## config.mk

```make
export PLATFORM = sky130hd
export DESIGN_NAME = audio_sfx_mixer
export DESIGN_NICKNAME = d
export VERILOG_FILES = /design/src/rtl/audio_sfx_mixer_pkg.sv /design/src/rtl/audio_sfx_mixer_channel_ctrl.sv /design/src/rtl/audio_sfx_mixer.sv
export SDC_FILE = /design/constraint.sdc
export NUM_CORES = 1
export LEC_CHECK = 0
export ABC_AREA = 1
export CORE_MARGIN = 1.5
export CORE_UTILIZATION = 61
export CTS_CLUSTER_SIZE = 12
export DETAILED_ROUTE_END_ITERATION = 6
export PLACE_DENSITY_LB_ADDON = 0.3
export RECOVER_POWER = 25
export SETUP_SLACK_MARGIN = 0.05
export SYNTH_ARGS = -nofsm -noshare
export SYNTH_HDL_FRONTEND = slang
export SYNTH_SLANG_ARGS = --single-unit
```

## constraint.sdc

```tcl
create_clock -name clk -period 5.46 [get_ports clk]
set_input_delay 1.092 -clock clk [delete_from_list [all_inputs] [get_ports clk]]
set_output_delay 1.092 -clock clk [all_outputs]
set_load 0.05 [all_outputs]
```

## src/rtl/audio_sfx_mixer_pkg.sv

```systemverilog
// Shared definitions for the audio SFX mixer: mix FSM state encoding,
// midscale helper and a constant-foldable ceil(log2) function.
package audio_pkg;

  // Mix sequencer states, one ADDR/WAIT/ACC triple per channel slot
  typedef enum logic [2:0] {
    ST_IDLE = 3'd0,
    ST_ADDR = 3'd1,
    ST_WAIT = 3'd2,
    ST_ACC  = 3'd3,
    ST_OUT  = 3'd4
  } mix_state_e;

  // Ceiling log2, usable in parameter expressions (clog2(1) = 0)
  function automatic int clog2(input int value);
    int result;
    result = 0;
    while ((1 << result) < value) begin
      result = result + 1;
    end
    return result;
  endfunction

  // Unsigned sample midscale for a given sample width
  function automatic int midscale(input int sample_w);
    return 1 << (sample_w - 1);
  endfunction

  // Midscale of the default 8-bit sample path
  localparam int MIDSCALE_8B = 128;

endpackage

```

## src/rtl/audio_sfx_mixer_channel_ctrl.sv

```systemverilog
// Per-channel playback control: active flag, sample offset counter,
// read-address generation and end-of-clip done pulse.
// Priority within a clock: stop, then trigger (non-zero length), then the
// channel's own ACC-slot advance.
module audio_channel_ctrl
  import audio_pkg::*;
#(
  parameter int ADDR_W = 16
) (
  input  logic              clk,
  input  logic              reset,
  input  logic              trigger,
  input  logic              stop,
  input  logic              loop_en,
  input  logic              slot,
  input  logic [ADDR_W-1:0] base,
  input  logic [ADDR_W-1:0] len,
  output logic              active,
  output logic [ADDR_W-1:0] rd_addr,
  output logic              done
);

  logic              active_q;
  logic              active_d;
  logic [ADDR_W-1:0] offset_q;
  logic [ADDR_W-1:0] offset_d;
  logic              done_s;
  logic              last_s;

  // Next-state for active/offset and the in-slot done pulse
  always_comb begin
    active_d = active_q;
    offset_d = offset_q;
    done_s   = 1'b0;
    last_s   = (offset_q == (len - {{(ADDR_W-1){1'b0}}, 1'b1}));
    if (stop) begin
      active_d = 1'b0;
    end else if (trigger && (len != {ADDR_W{1'b0}})) begin
      active_d = 1'b1;
      offset_d = {ADDR_W{1'b0}};
    end else if (slot && active_q) begin
      if (last_s) begin
        offset_d = {ADDR_W{1'b0}};
        if (loop_en) begin
          active_d = 1'b1;
        end else begin
          active_d = 1'b0;
          done_s   = 1'b1;
        end
      end else begin
        offset_d = offset_q + {{(ADDR_W-1){1'b0}}, 1'b1};
      end
    end else begin
      active_d = active_q;
      offset_d = offset_q;
    end
  end

  // Channel state registers
  always_ff @(posedge clk) begin
    if (reset) begin
      active_q <= 1'b0;
      offset_q <= {ADDR_W{1'b0}};
    end else begin
      active_q <= active_d;
      offset_q <= offset_d;
    end
  end

  assign active  = active_q;
  assign rd_addr = base + offset_q;
  assign done    = done_s;

endmodule

```

## src/rtl/audio_sfx_mixer.sv

```systemverilog
// Multi-channel sound-effect mixer. On each sample tick the sequencer walks
// every channel slot (ADDR, WAIT, ACC), sums signed contributions around
// midscale, then saturates and registers the mixed sample in OUT.
// Optional build macro: AUDIO_DUCK_EN halves channel 0 (music bed) whenever
// any other channel is playing.
module audio_sfx_mixer
  import audio_pkg::*;
#(
  parameter int NUM_CH   = 4,
  parameter int ADDR_W   = 16,
  parameter int SAMPLE_W = 8
) (
  input  logic                     clk,
  input  logic                     reset,
  input  logic                     tick,
  input  logic [NUM_CH-1:0]        trigger,
  input  logic [NUM_CH-1:0]        stop,
  input  logic [NUM_CH-1:0]        loop_en,
  input  logic [NUM_CH*ADDR_W-1:0] ch_base,
  input  logic [NUM_CH*ADDR_W-1:0] ch_len,
  output logic [ADDR_W-1:0]        mem_addr,
  input  logic [SAMPLE_W-1:0]      mem_dout,
  output logic [SAMPLE_W-1:0]      audio_out,
  output logic                     sample_valid,
  output logic [NUM_CH-1:0]        active,
  output logic [NUM_CH-1:0]        done,
  output logic                     overrun
);

  localparam int K_W   = (clog2(NUM_CH) < 1) ? 1 : clog2(NUM_CH);
  localparam int ACC_W = SAMPLE_W + clog2(NUM_CH) + 1;
  localparam logic signed [ACC_W-1:0] MID_ACC = ACC_W'(midscale(SAMPLE_W));
  localparam logic signed [ACC_W-1:0] MAX_ACC = ACC_W'((1 << SAMPLE_W) - 1);
  localparam logic [SAMPLE_W-1:0]     MID_OUT = SAMPLE_W'(midscale(SAMPLE_W));

  mix_state_e              state_q;
  mix_state_e              state_d;
  logic [K_W-1:0]          k_q;
  logic [K_W-1:0]          k_d;
  logic signed [ACC_W-1:0] acc_q;
  logic signed [ACC_W-1:0] acc_d;
  logic [ADDR_W-1:0]       mem_addr_q;
  logic [ADDR_W-1:0]       mem_addr_d;
  logic [SAMPLE_W-1:0]     audio_out_q;
  logic [SAMPLE_W-1:0]     audio_out_d;
  logic                    sample_valid_q;
  logic                    sample_valid_d;
  logic                    overrun_q;
  logic                    overrun_d;

  logic [NUM_CH-1:0]       slot_s;
  logic [NUM_CH-1:0]       active_s;
  logic [NUM_CH-1:0]       done_s;
  logic [ADDR_W-1:0]       ch_addr_s [NUM_CH];
  logic                    other_active_s;
  logic signed [ACC_W-1:0] sample_s;
  logic signed [ACC_W-1:0] contrib_s;
  logic signed [ACC_W-1:0] sum_s;

  // Per-channel control instances
  for (genvar i = 0; i < NUM_CH; i++) begin : g_ch
    audio_channel_ctrl #(
      .ADDR_W (ADDR_W)
    ) u_ctrl (
      .clk     (clk),
      .reset   (reset),
      .trigger (trigger[i]),
      .stop    (stop[i]),
      .loop_en (loop_en[i]),
      .slot    (slot_s[i]),
      .base    (ch_base[i*ADDR_W +: ADDR_W]),
      .len     (ch_len[i*ADDR_W +: ADDR_W]),
      .active  (active_s[i]),
      .rd_addr (ch_addr_s[i]),
      .done    (done_s[i])
    );
  end

  // Decode which channel owns the current ACC slot
  always_comb begin
    slot_s = {NUM_CH{1'b0}};
    for (int i = 0; i < NUM_CH; i++) begin
      slot_s[i] = (state_q == ST_ACC) && (k_q == K_W'(i));
    end
  end

  // Signed contribution of the channel in the current slot (ducked if enabled)
  always_comb begin
    other_active_s = 1'b0;
    for (int i = 1; i < NUM_CH; i++) begin
      other_active_s = other_active_s | active_s[i];
    end
    sample_s = $signed({{(ACC_W-SAMPLE_W){1'b0}}, mem_dout}) - MID_ACC;
    if (active_s[k_q]) begin
`ifdef AUDIO_DUCK_EN
      if ((k_q == {K_W{1'b0}}) && other_active_s) begin
        contrib_s = sample_s >>> 1;
      end else begin
        contrib_s = sample_s;
      end
`else
      contrib_s = sample_s;
`endif
    end else begin
      contrib_s = {ACC_W{1'b0}};
    end
  end

  // Mix sequencer next-state, accumulator and output staging
  always_comb begin
    state_d        = state_q;
    k_d            = k_q;
    acc_d          = acc_q;
    mem_addr_d     = mem_addr_q;
    audio_out_d    = audio_out_q;
    sample_valid_d = 1'b0;
    overrun_d      = overrun_q;
    sum_s          = acc_q + MID_ACC;
    if (tick && (state_q != ST_IDLE)) begin
      overrun_d = 1'b1;
    end else begin
      overrun_d = overrun_q;
    end
    case (state_q)
      ST_IDLE: begin
        if (tick) begin
          state_d = ST_ADDR;
          k_d     = {K_W{1'b0}};
          acc_d   = {ACC_W{1'b0}};
        end else begin
          state_d = ST_IDLE;
        end
      end
      ST_ADDR: begin
        mem_addr_d = ch_addr_s[k_q];
        state_d    = ST_WAIT;
      end
      ST_WAIT: begin
        state_d = ST_ACC;
      end
      ST_ACC: begin
        acc_d = acc_q + contrib_s;
        if (k_q == K_W'(NUM_CH - 1)) begin
          state_d = ST_OUT;
        end else begin
          k_d     = k_q + {{(K_W-1){1'b0}}, 1'b1};
          state_d = ST_ADDR;
        end
      end
      ST_OUT: begin
        if (sum_s[ACC_W-1]) begin
          audio_out_d = {SAMPLE_W{1'b0}};
        end else if (sum_s > MAX_ACC) begin
          audio_out_d = {SAMPLE_W{1'b1}};
        end else begin
          audio_out_d = sum_s[SAMPLE_W-1:0];
        end
        sample_valid_d = 1'b1;
        state_d        = ST_IDLE;
      end
      default: begin
        state_d = ST_IDLE;
      end
    endcase
  end

  // Sequencer and output registers
  always_ff @(posedge clk) begin
    if (reset) begin
      state_q        <= ST_IDLE;
      k_q            <= {K_W{1'b0}};
      acc_q          <= {ACC_W{1'b0}};
      mem_addr_q     <= {ADDR_W{1'b0}};
      audio_out_q    <= MID_OUT;
      sample_valid_q <= 1'b0;
      overrun_q      <= 1'b0;
    end else begin
      state_q        <= state_d;
      k_q            <= k_d;
      acc_q          <= acc_d;
      mem_addr_q     <= mem_addr_d;
      audio_out_q    <= audio_out_d;
      sample_valid_q <= sample_valid_d;
      overrun_q      <= overrun_d;
    end
  end

  assign mem_addr     = mem_addr_q;
  assign audio_out    = audio_out_q;
  assign sample_valid = sample_valid_q;
  assign active       = active_s;
  assign done         = done_s;
  assign overrun      = overrun_q;

endmodule

```

==> impl_metrics.ini <==
[status]
status = complete, but fails checks
violations = max-capacitance violations, max-slew violations

[synth]
yosys-top-cells-area = dfxtp_1 (18%), nand2_1 (16%), ha_1 (8.6%), nor2_1 (8.1%), inv_1 (8.1%)
synth_flop_cell = dfxtp_1
synthesis.area_mm2 = 0.01222
synth_common_cells = nand2_1 (536), nor2_1 (265), inv_1 (263)
synth_enable_flop_cells = 0
ys_seq_elements = 110
synth_warnings = 0
yosysMostFrequentCell = nand2_1
synth-seq-area-share_pct = 18.02
synth_top_area_share_pct = 18.02
synth.avg_cell_area_um2 = 5.995
synth.distinct_cells = 60
yosysTopAreaCell = dfxtp_1
async_reset_ff_share_pct = 0
syn-instance-count = 2039
synth_nets = 2279

[power_and_ir_drop]
pwr-share-comb_pct = 31.6
switchingPower_uw = 814.0
power.internal_uw = 1427
ir_worst_vdd_mv = 0.1641
finalPower_uw = 2241
power.share.clock_pct = 30.8
powerDensity_mw_per_mm2 = 154.3
p_leak_uw = 0.006816
p_seq_share_pct = 37.7
switching_share_pct = 36.33

[floorplan]
placementRows = 51
initial_core_util_pct = 62.60
dieHeight_um = 144.6
fp.dieArea_mm2 = 0.02090
ios = 185
chipWidth_um = 144.6
core_area_mm2 = 0.01953

[critical_path]
critPathKind = in -> out
cp_max_fo = 6
crit_start = ch_len[48]
critPathBufInv = 3
crit_path_end_kind = output port
start_kind = primary input
reg2reg_to = acc_q[7]
cpPeakStageDelay_ns = 0.81
reg2reg_depth = 14
r2r_start = k_q[1]
cpMaxStageDelayCell = clkdlybuf4s50_1
worst_ep_required_time_ns = 4.37
crit_end = done[3]
cp.arrival_ns = 3.96
r2r_slack_ns = 2.16
cp.depth = 11
critical-path-top-delay-family = buffers and inverters
critical_path.cell_chain = clkdlybuf4s50_1 > inv_1 > ha_1 > nand3_2 > nor2_4 > nand2_1 > o21ai_2 > nor3b_1 > nand2_1 > nor2_1 > clkdlybuf4s50_1

[placed_design]
dpl.hpwl_mm = 29.60
port_buffers = 184
gp_congestion = 0.9563

[sta]
final_hold_viol_count = 0
worstMarginPinSlew_ns = 3.073
fin_skew_ns = 0.01174
setup_tns_ns = 0
relSlewSlack_pct = -104.9
finalMaxSlewViolations = 56
rsz0062_at_grt = false
min_period_ns = 5.051
setup_viol_count_final = 0
fmax_ghz = 0.1980
period_share_pct = 92.50

[clock_tree]
ctsResizeCount = 0
post_cts_buffers = 0
cts_tree = built
htree_num_levels = 3
cts_buffers = 9
clkLatencyLatePin_ns = 0.37
cts_sinks = 110
cts_hold_buffers = 0
cts.path.max_buffers = 2
cts_root_buffer = clkbuf_16
path_clk_slew_ns = 0.08

[routing]
drt-total-wl_mm = 36.43
antenna_left = 0
first_pass_iters = 6
vias = 13700
dr.first_iter.drc_count = 940
wl_per_cell_um = 14.72
vias_per_cell = 5.535
drcViolationCount = 0

[global_route]
grt_overflow_total = 0
antenna_found_initial = 0
grt_usage_pct = 34.84
met1_usage_pct = 42.86
met3_usage_pct = 3.411
grt_pass1_wl_mm = 57.98
grt_max_degree = 56
grt_use_met2_pct = 60.72
grt.busiest_layer = met2
grt_pass1_vias = 12530

[hold_path]
min_path_type = reg -> reg

[cells_and_area]
area_growth_pct = 18.76
drive_above_1_share_pct = 4.842
fin_nets = 2445
post-route-util_pct = 74.34
diodes = 0

[job]
maxCapViolations = 1
==> cell usage in the layout, fill, tap and decap left out, types with 8 or more instances in the layout <==
| master | count |
|---|---|
| nand2_1 | 536 |
| nor2_1 | 265 |
| inv_1 | 263 |
| nand3_1 | 188 |
| clkdlybuf4s50_1 | 161 |
| a21oi_1 | 135 |
| dfxtp_1 | 110 |
| ha_1 | 84 |
| o21ai_0 | 79 |
| xor2_1 | 76 |
| xnor2_1 | 34 |
| nand4_1 | 33 |
| nor3_1 | 31 |
| dlygate4sd3_1 | 19 |
| nor2_2 | 17 |
| or2_2 | 13 |
| nand2_2 | 13 |
| o21bai_1 | 13 |
| nand3b_1 | 12 |
| a21o_1 | 11 |
| clkbuf_16 | 9 |
| buf_4 | 8 |
==> metrics by stage <==
step | cells | hold WS [ns] | cell area [µm²] | worst slack, ns
3_3_place_gp | 2459 | 0.4490 | 14220 | 0.5681
3_5_place_dp | 2459 | 0.4573 | 14220 | 0.4745
4_1_cts | 2475 | 0.4702 | 14520 | 0.4583
6_report | 2475 | 0.4663 | 14520 | 0.4094
2_1_floorplan | 2039 | 0.4684 | 12220 | 1.611
5_1_grt | 2475 | 0.4863 | 14520 | 0.1487
==> sequential cells by signal, indices dropped and copies added (netlist names) <==
register and flops:
k_q 2, acc_q 11, mem_addr 16, overrun 1
state_q 3, audio_out 8, sample_valid 1, g_ch.u_ctrl.offset_q 64
g_ch.u_ctrl.active 4
==> how the worst min path moves through the flow <==
stage                     cells past startpoint          from      endpoint
final                                         2   mem_addr[2]   mem_addr[2]
after global routing                          2  mem_addr[12]  mem_addr[12]
after CTS                                     2   mem_addr[2]   mem_addr[2]
after detailed placement                      2   mem_addr[2]   mem_addr[2]
after global placement                        2       overrun       overrun
after floorplan                               2      acc_q[0]      acc_q[0]
==> final cells by class <==
class,count,area [µm²]
well taps,265,331.6
repair buffers,190,1869
inverters,269,1010
clock buffers,9,225.2
fillers,1736,5010
multi-input cells,1625,8805
clock inverters,7,73.82
flip-flops and latches,110,2202
==> cells by family after synthesis <==
family | synth area share, %
AND/OR/NAND/NOR | 41.56
buffers and inverters | 9.950
AO/OA/AOI/OAI | 12.80
XOR/XNOR | 8.261
flip-flops | 18.02
adder cells (fa/ha/maj) | 9.418
==> worst reg2reg max path, delay by kind of cell (launching register included) <==
| family | cells | cell delay, ns |
|---|---|---|
| compound gates | 7 | 1.07 |
| fa+ha+maj | 1 | 0.36 |
| simple gates | 3 | 0.64 |
| flops | 1 | 0.34 |
| buf+inv | 3 | 0.62 |
==> power by group through the flow <==
stage | Combinational (µW) | Sequential, µW | Clock (µW)
final | 707 | 844 | 689
after global routing | 769 | 846 | 717
after CTS | 700 | 844 | 690
after detailed placement | 696 | 863 | 0
after global placement | 685 | 862 | 0
after floorplan | 369 | 913 | 0
==> per-layer routing <==
layer	wire length, µm	share of wire (%)
met5	0	0
met1	15490	43
met3	2277	6.3
met4	1595	4.4
met2	17070	47
Power figures use the tool's default switching activity.
